`src/rtl/ula_pkg.sv`:
```
// Shared definitions for the ALU request sequencer: op codes, legality
// helper and the sequencer state type.
package ula_pkg;

    localparam logic [3:0] OP_ADD        = 4'b0000;
    localparam logic [3:0] OP_SUB        = 4'b0001;
    localparam logic [3:0] OP_AND        = 4'b0010;
    localparam logic [3:0] OP_OR         = 4'b0011;
    localparam logic [3:0] OP_LAST_LEGAL = 4'b0011;

    typedef enum logic [1:0] {
        IDLE = 2'd0,
        EXEC = 2'd1,
        DONE = 2'd2
    } state_t;

    function automatic logic op_legal(input logic [3:0] op);
        return (op <= OP_LAST_LEGAL);
    endfunction

endpackage

```
`src/rtl/ula_seq.sv`:
```
// Sequencer around an external combinational ALU: accepts one request,
// drives the ALU from latched operands, returns the result and keeps an accumulator.
module ula_seq
    import ula_pkg::*;
#(
    parameter int W = 8
) (
    input  logic         clk,
    input  logic         rst_n,
    input  logic         req_valid,
    output logic         req_ready,
    input  logic [3:0]   req_op,
    input  logic [W-1:0] req_a,
    input  logic [W-1:0] req_b,
    input  logic         req_use_acc,
    input  logic         acc_clr,
    output logic [W-1:0] alu_a,
    output logic [W-1:0] alu_b,
    output logic [3:0]   alu_s,
    input  logic [W-1:0] alu_out,
    output logic         rsp_valid,
    input  logic         rsp_ready,
    output logic [W-1:0] rsp_data,
    output logic         rsp_zero,
    output logic         rsp_err,
    output logic [W-1:0] acc,
    output state_t       dbg_state
);

    // Handshakes: a transfer happens on a rising edge where valid && ready are
    // both high; the producer holds its payload stable while valid && !ready.

    state_t       state_q;
    state_t       state_d;
    logic [3:0]   op_q;
    logic [W-1:0] a_q;
    logic [W-1:0] b_q;
    logic         accept;
    logic         finish;

    always_comb begin
        state_d   = state_q;
        req_ready = 1'b0;
        rsp_valid = 1'b0;
        accept    = 1'b0;
        finish    = 1'b0;
        unique case (state_q)
            IDLE: begin
                // rst_n gating keeps ready low during reset even if already IDLE
                req_ready = rst_n;
                accept    = req_valid && rst_n;
                if (accept) state_d = EXEC;
            end
            EXEC: begin
                finish  = 1'b1;
                state_d = DONE;
            end
            DONE: begin
                rsp_valid = 1'b1;
                if (rsp_ready) state_d = IDLE;
            end
            default: state_d = IDLE;
        endcase
    end

    always_ff @(posedge clk) begin
        if (!rst_n) begin
            state_q  <= IDLE;
            op_q     <= '0;
            a_q      <= '0;
            b_q      <= '0;
            rsp_data <= '0;
            rsp_zero <= 1'b0;
            rsp_err  <= 1'b0;
            acc      <= '0;
        end else begin
            state_q <= state_d;
            if (accept) begin
                op_q <= req_op;
                // acc here is the pre-clear value even when acc_clr is high
                a_q  <= req_use_acc ? acc : req_a;
                b_q  <= req_b;
            end
            if (finish) begin
                rsp_data <= alu_out;
                rsp_zero <= (alu_out == '0);
                rsp_err  <= !op_legal(op_q);
            end
            if (acc_clr) begin
                acc <= '0;
            end else if (finish && op_legal(op_q)) begin
                acc <= alu_out;
            end
        end
    end

    assign alu_a     = a_q;
    assign alu_b     = b_q;
    assign alu_s     = op_q;
    assign dbg_state = state_q;

endmodule
```
`config.mk`:
```
export PLATFORM = sky130hd
export DESIGN_NAME = ula_seq
export DESIGN_NICKNAME = d
export VERILOG_FILES = /design/src/rtl/ula_pkg.sv /design/src/rtl/ula_seq.sv
export SDC_FILE = /design/constraint.sdc
export NUM_CORES = 1
export LEC_CHECK = 0
export ABC_CLOCK_PERIOD_IN_PS = 1100
export CAP_MARGIN = 20
export CORE_MARGIN = 3
export CORE_UTILIZATION = 36
export DETAILED_ROUTE_END_ITERATION = 6
export GPL_ROUTABILITY_DRIVEN = 0
export HOLD_SLACK_MARGIN = 0.05
export PLACE_DENSITY = 0.85
export RECOVER_POWER = 25
export SETUP_SLACK_MARGIN = 0.3
export SLEW_MARGIN = 20
export SYNTH_ARGS = -nofsm -noshare
export SYNTH_HDL_FRONTEND = slang
export SYNTH_SLANG_ARGS = --single-unit
```
`constraint.sdc`:
```
create_clock -name clk -period 1.1 [get_ports clk]
set_input_delay 0.22 -clock clk [delete_from_list [all_inputs] [get_ports clk]]
set_output_delay 0.22 -clock clk [all_outputs]
set_load 0.1 [all_outputs]
```
==> out/metrics.yaml, run 1 <==
setup_path:
  worst_path_most_repeated_cell: "buf_6"
  crit_type: "reg2reg"
  cp_num_cells: 8
  reg2reg_slack_ns: -0.36
  reg2reg_from: "dbg_state[0]"
  required_ns: 1.32
  cp_cell_sequence: "buf_6 -> buf_6 -> nand4bb_4 -> inv_8 -> buf_6 -> buf_6 -> nand2_1 -> a21boi_1"
  cp-end-kind: "flip-flop"
  worstRegToRegCells: 8
  crit_path_top_delay_cell: "dfxtp_4"
  r2r-end: "alu_s[0]"
  crit_family: "buffers and inverters"
  start_kind: "flip-flop"
  critPathCapture: "alu_s[0]"
  slowest_delay_ns: 0.35
  crit_start: "dbg_state[0]"
  crit_arrival_ns: 1.68
  path_max_fanout: 5
  path_buf_inv: 5
sta:
  fin_ws_ns: -0.358
  max_freq_ghz: 0.686
  rsz0062_at_grt: "true"
  tightest_slew_ns: 0.336
  drv_slew: 0
  fin_setup_tns_ns: -9.83
  hold_viol_final: 0
  max_slew_margin_pct: 77.4
  worst_clock_skew_ns: 0.0126
  period_needed_ns: 1.46
  setup_violations: 46
  fin_crit_sh_pct: 133
floorplan:
  dieArea_um2: 5300
  start_util_pct: 38.7
  die_x_um: 72.8
  rows: 23
  coreArea_um2: 4140
  io_pins: 76
  die_h_um: 72.8
cells_and_area:
  n_antenna_cell: 0
  finalNetCount: 328
  final_common_cell: "nand2_1"
  drive_gt1_share_pct: 55.6
  area_growth_pct: 124
  layout_common_cells: "nand2_1 (52), dfxtp_4 (40), buf_12 (36)"
  final_cell_count_no_fill: 345
synthesis:
  ys_ff_latch: 40
  synth_top_family_by_area: "simple AND/OR/NAND/NOR gates"
  syn-instance-count: 178
  ys_types: 23
  yosys.area.top_type_share_pct: 49.9
  yosys.area_share.simple_pct: 23.1
  synth_top_area_cell: "dfxtp_1"
  syn_area_per_cell_um2: 9.02
  synthesis.area_um2: 1610
  synth_area_leaders: "dfxtp_1 (50%), nand2_1 (15%), a21boi_0 (9.4%)"
  synth_mux_area_share_pct: 4.99
  synthXorXnorAreaFrac_pct: 0
  synth_compound_area_share_pct: 17.6
  synthesis.nets: 212
  synth_warnings: 0
  synthAdderAreaFrac_pct: 0
  ys_seq_area_share_pct: 49.9
placed_design:
  post-place-cells: 315
  port_buffers: 75
  hpwl_um: 3620
clocking:
  insertion_delay_ns: 0.31
  clockRootBuffer: "clkbuf_8"
  cts_buffers: 5
  clockBufferDepth: 2
  clk_pin_slew_ns: 0.09
  cts.sinks: 40
  ctsHtreeMaxLevel: 2
  cts_tree: "built"
power_and_ir_drop:
  leakage_nw: 1.52
  power.density_nw_per_um2: 1160
  peakVddDrop_mv: 0.873
job:
  max-cap-violations: 0
route:
  firstDrtPassIters: 4
  ant_nets: 0
  wl_per_cell_um: 18.5
  drt_iter0_drc: 54
  vias: 1780
  vias_per_cell: 5.16
  drt_wl_total_um: 6390
  drc_errors: 0
grt:
  antenna_found_initial: 0
  grt_usage_pct: 22.5
  grt_pass1_wl_um: 9040
  grt_pass1_vias: 1874
  grt-ovfl-total: 0
  grt_max_degree: 22
hold_path:
  hold_path_class: "in2reg"
outcome:
  outcome: "finished with violations"
  violations: "negative setup slack"
## layout make-up
class / instances / area (µm²)
Tap cell: 50 / 62.6
Clock inverter: 3 / 37.5
Timing Repair Buffer: 120 / 1600
Clock buffer: 5 / 68.8
Multi-Input combinational cell: 126 / 871
Sequential cell: 40 / 951
Fill cell: 197 / 546
Inverter: 1 / 11.3
## cell families after synthesis
logic type      count (synthesis)
flops                          40
simple gates                   79
buf+inv                        13
compound gates                 38
mux                             8
## state kept, by name, summed over array words and instances (netlist names)
signal and count:
acc 8, rsp_err 1, alu_b 8, rsp_data 8, alu_a 8, rsp_zero 1
alu_s 4, dbg_state 2
## worst min-delay path, cell delays in order
cell and delay, ns:
clkdlybuf4s50_1 0.41, nand2_2 0.07, a21boi_2 0.04
## repair_timing
action,4_1_cts,5_1_grt
hold buffers,0,0
setup endpoints to repair,82,82
cloned,4,0
pin swaps,11,5
gates resized for setup,46,20
setup buffers,14,4
## per-stage QoR
| stage | area, µm² | total power, mW | setup WS (ns) | hold WS [ns] | utilization [%] |
|---|---|---|---|---|---|
| 4_1_cts | 3540 | 4.15 | -0.340 | 0.469 | 85.3 |
| 3_3_place_gp | 3150 | 2.84 | -0.348 | 0.471 | 75.9 |
| 3_5_place_dp | 3150 | 2.86 | -0.439 | 0.478 | 75.9 |
| 2_1_floorplan | 1790 | 2.29 | -0.464 | 0.346 | - |
| 5_1_grt | 3600 | 4.32 | -0.417 | 0.499 | 86.8 |
| 6_report | 3600 | 4.19 | -0.358 | 0.484 | 86.8 |
## routing by layer
metal  up-vias  routed length [µm]  global-route usage (%)
li1        833                   -                       -
met1       863                2500                    24.6
met2        70                3360                    41.0
met4         0                 131                    9.22
met5         -                   0                       0
met3        14                 391                    5.92
## power breakdown
group          total (mW)  switching, mW  internal [mW]
registers            1.54         0.0705           1.47
clock network        1.19          0.531          0.661
logic                1.46          0.836          0.622
## synthesized netlist by cell type
master	count
o21ai_0	1
nand3_1	1
buf_6	2
buf_1	1
nor4b_4	1
dfxtp_1	40
mux2i_1	8
nand4bb_4	1
nand2_1	65
nor4_1	2
buf_2	5
a21boi_0	20
nand4_1	1
clkbuf_1	4
o211a_1	8
nand2b_1	2
nor3b_1	1
nor2_1	1
o21a_1	1
or4b_1	1
a21oi_1	8
nor2b_1	3
inv_2	1
## worst min path at each step
| stage | start | endpoint | slack, ns | cells past startpoint |
|---|---|---|---|---|
| final | req_b[0] | alu_b[0] | 0.48 | 3 |
| after global routing | req_b[0] | alu_b[0] | 0.50 | 3 |
| after CTS | req_b[7] | alu_b[7] | 0.47 | 3 |
| after detailed placement | alu_b[1] | alu_b[1] | 0.48 | 2 |
| after global placement | alu_b[0] | alu_b[0] | 0.47 | 2 |
| after floorplan | alu_out[0] | acc[0] | 0.35 | 2 |
Note: power is estimated with default switching activity, not from simulation.
==> run 2: changes to the inputs <==
--- a/config.mk
+++ b/config.mk
@@ -14,7 +14,6 @@
 export HOLD_SLACK_MARGIN = 0.05
 export PLACE_DENSITY = 0.85
 export RECOVER_POWER = 25
-export SETUP_SLACK_MARGIN = 0.3
 export SLEW_MARGIN = 20
 export SYNTH_ARGS = -nofsm -noshare
 export SYNTH_HDL_FRONTEND = slang
==> out/metrics.yaml, run 2 (same netlist as run 1, synthesis figures left out) <==
hold_path:
  min_to: "rsp_data[0]"
  hold_path_class: "reg2reg"
  holdCritStartpoint: "rsp_data[0]"
  hold_depth: 2  # -1
cells_and_area:
  stdcell_area_um2: 3490  # -3.1%
  finalNetCount: 317  # -3.4%
  fin_util_pct: 84.1  # -2.7 points
  n_antenna_cell: 0  # unchanged
  layout_common_cells: "nand2_1 (40), buf_12 (40), clkdlybuf4s50_1 (32)"
  drive_gt1_share_pct: 57.7  # +2.2 points
  area_growth_pct: 117
  final_cell_count_no_fill: 334  # -3.2%
grt:
  groute.layer.met2.usage_pct: 40.8  # -0.20 points
  grtUsageMet3_pct: 6.06  # +0.14 points
  grt_max_degree: 19  # -14%
  grt_pass1_vias: 1774  # -5.3%
  grt_most_used_layer: "met2"
  grt_pass1_wl_um: 8760  # -3.1%
  antenna_found_initial: 0  # unchanged
  grt_usage_pct: 21.9  # -0.68 points
  grt-ovfl-total: 0  # unchanged
  use_met1_pct: 24.1  # -0.49 points
setup_path:
  path_max_fanout: 3  # -2
  start_kind: "flip-flop"
  crit_start: "dbg_state[1]"
  crit_arrival_ns: 1.19  # -0.49 ns
  required_ns: 0.88  # -0.44 ns
  r2r-end: "acc[3]"
  crit_type: "reg2out"
  worstRegToRegCells: 3  # -5
  reg2reg_from: "alu_s[2]"
  reg2reg_slack_ns: -0.29  # +0.07 ns
  cp-end-kind: "output port"
sta:
  max_slew_margin_pct: 78.0  # +0.56 points
  drv_slew: 0  # unchanged
  rsz0062_at_grt: "true"
  setup_violations: 35  # -24%
  fin_ws_ns: -0.311  # +0.0477 ns
  worst_clock_skew_ns: 0.00596  # -0.00664 ns
  max_freq_ghz: 0.709  # +3.4%
  hold_viol_final: 0  # unchanged
  period_needed_ns: 1.41  # -0.0477 ns
  tightest_slew_ns: 0.331  # -0.00528 ns
  fin_crit_sh_pct: 128  # -4.3 points
clocking:
  clockBufferDepth: 2  # unchanged
  cts_tree: "built"
  ctsHtreeMaxLevel: 2  # unchanged
  clockRootBuffer: "clkbuf_8"
  insertion_delay_ns: 0.30  # about the same
  clk_pin_slew_ns: 0.07  # -0.02 ns
  cts.sinks: 40  # unchanged
  cts_buffers: 5  # unchanged
route:
  drt_wl_total_um: 5770  # -9.6%
  drc_errors: 0  # unchanged
  wl_per_cell_um: 17.3  # -6.7%
  vias: 1690  # -5.1%
  ant_nets: 0  # unchanged
  drt_iter0_drc: 33  # -39%
  vias_per_cell: 5.06  # -1.9%
  firstDrtPassIters: 4  # unchanged
outcome:
  violations: "negative setup slack"
  outcome: "finished with violations"
power_and_ir_drop:
  finalPower_mw: 3.99  # -4.7%
  leakage_nw: 1.47  # -2.7%
  power.density_nw_per_um2: 1140  # -1.6%
  peakVddDrop_mv: 0.735  # -16%
floorplan:
  dieArea_um2: 5300  # unchanged
  rows: 23  # unchanged
  start_util_pct: 38.7  # unchanged
  coreArea_um2: 4140  # unchanged
  die_h_um: 72.8  # unchanged
  io_pins: 76  # unchanged
  die_x_um: 72.8  # unchanged
placed_design:
  post-place-cells: 314  # -0.32%
  hpwl_um: 3660  # +1.1%
  port_buffers: 75  # unchanged
  dpl-instance-area_um2: 3050  # -3.1%
  dp_slack_ns: -0.411  # +0.0278 ns
job:
  max-cap-violations: 0  # unchanged
run 2: repair_timing:
action                                  in CTS  in global routing
hold endpoints to repair                     0                  0
hold buffers                                 0                  0
endpoints found under the setup margin      43                 51
pin swaps                                   18                 12
cloned                                       4                  1
setup buffers                                9                  3
resized for setup                           41                 53
run 2: cell type report:
class | count | area [µm²]
multi-input combinational | 125 | 918
fill | 235 | 658
clock buffer | 7 | 76.3
timing repair buffer | 110 | 1540
sequential | 40 | 878
tap | 50 | 62.6
clock inverter | 1 | 5.00
inverter | 1 | 8.76
run 2: worst max-delay path: stages (launching register included):
cell and delay [ns]:
dfxtp_4 0.35, buf_6 0.12, nor3b_4 0.22, buf_12 0.20
run 2: worst max-delay path by stage:
stage | end | slack, ns | cells past startpoint
4_1_cts | req_ready | -0.31 | 3
3_3_place_gp | req_ready | -0.32 | 3
3_5_place_dp | alu_a[1] | -0.41 | 6
5_1_grt | req_ready | -0.34 | 3
2_1_floorplan | req_ready | -0.46 | 1
6_report | req_ready | -0.31 | 3
run 2: metrics by stage:
stage	setup TNS [ns]	hold slack, ns
floorplan	-8.62	0.348
detailed placement	-12.58	0.463
finish	-6.42	0.472
global route	-8.13	0.486
global placement	-10.71	0.458
CTS	-6.72	0.473
run 2: routing by layer:
layer	up-vias	routed length, µm	share of wire (%)
met4	0	58	1.0
met2	60	3220	56
met1	814	2170	38
met3	5	322	5.6
met5	-	0	0
li1	811	-	-
run 2: power breakdown:
| part | switching (mW) | internal, mW | total, mW |
|---|---|---|---|
| Clock | 0.500 | 0.445 | 0.946 |
| Combinational | 0.831 | 0.623 | 1.45 |
| Sequential | 0.0789 | 1.51 | 1.59 |
| Total | 1.41 | 2.58 | 3.99 |
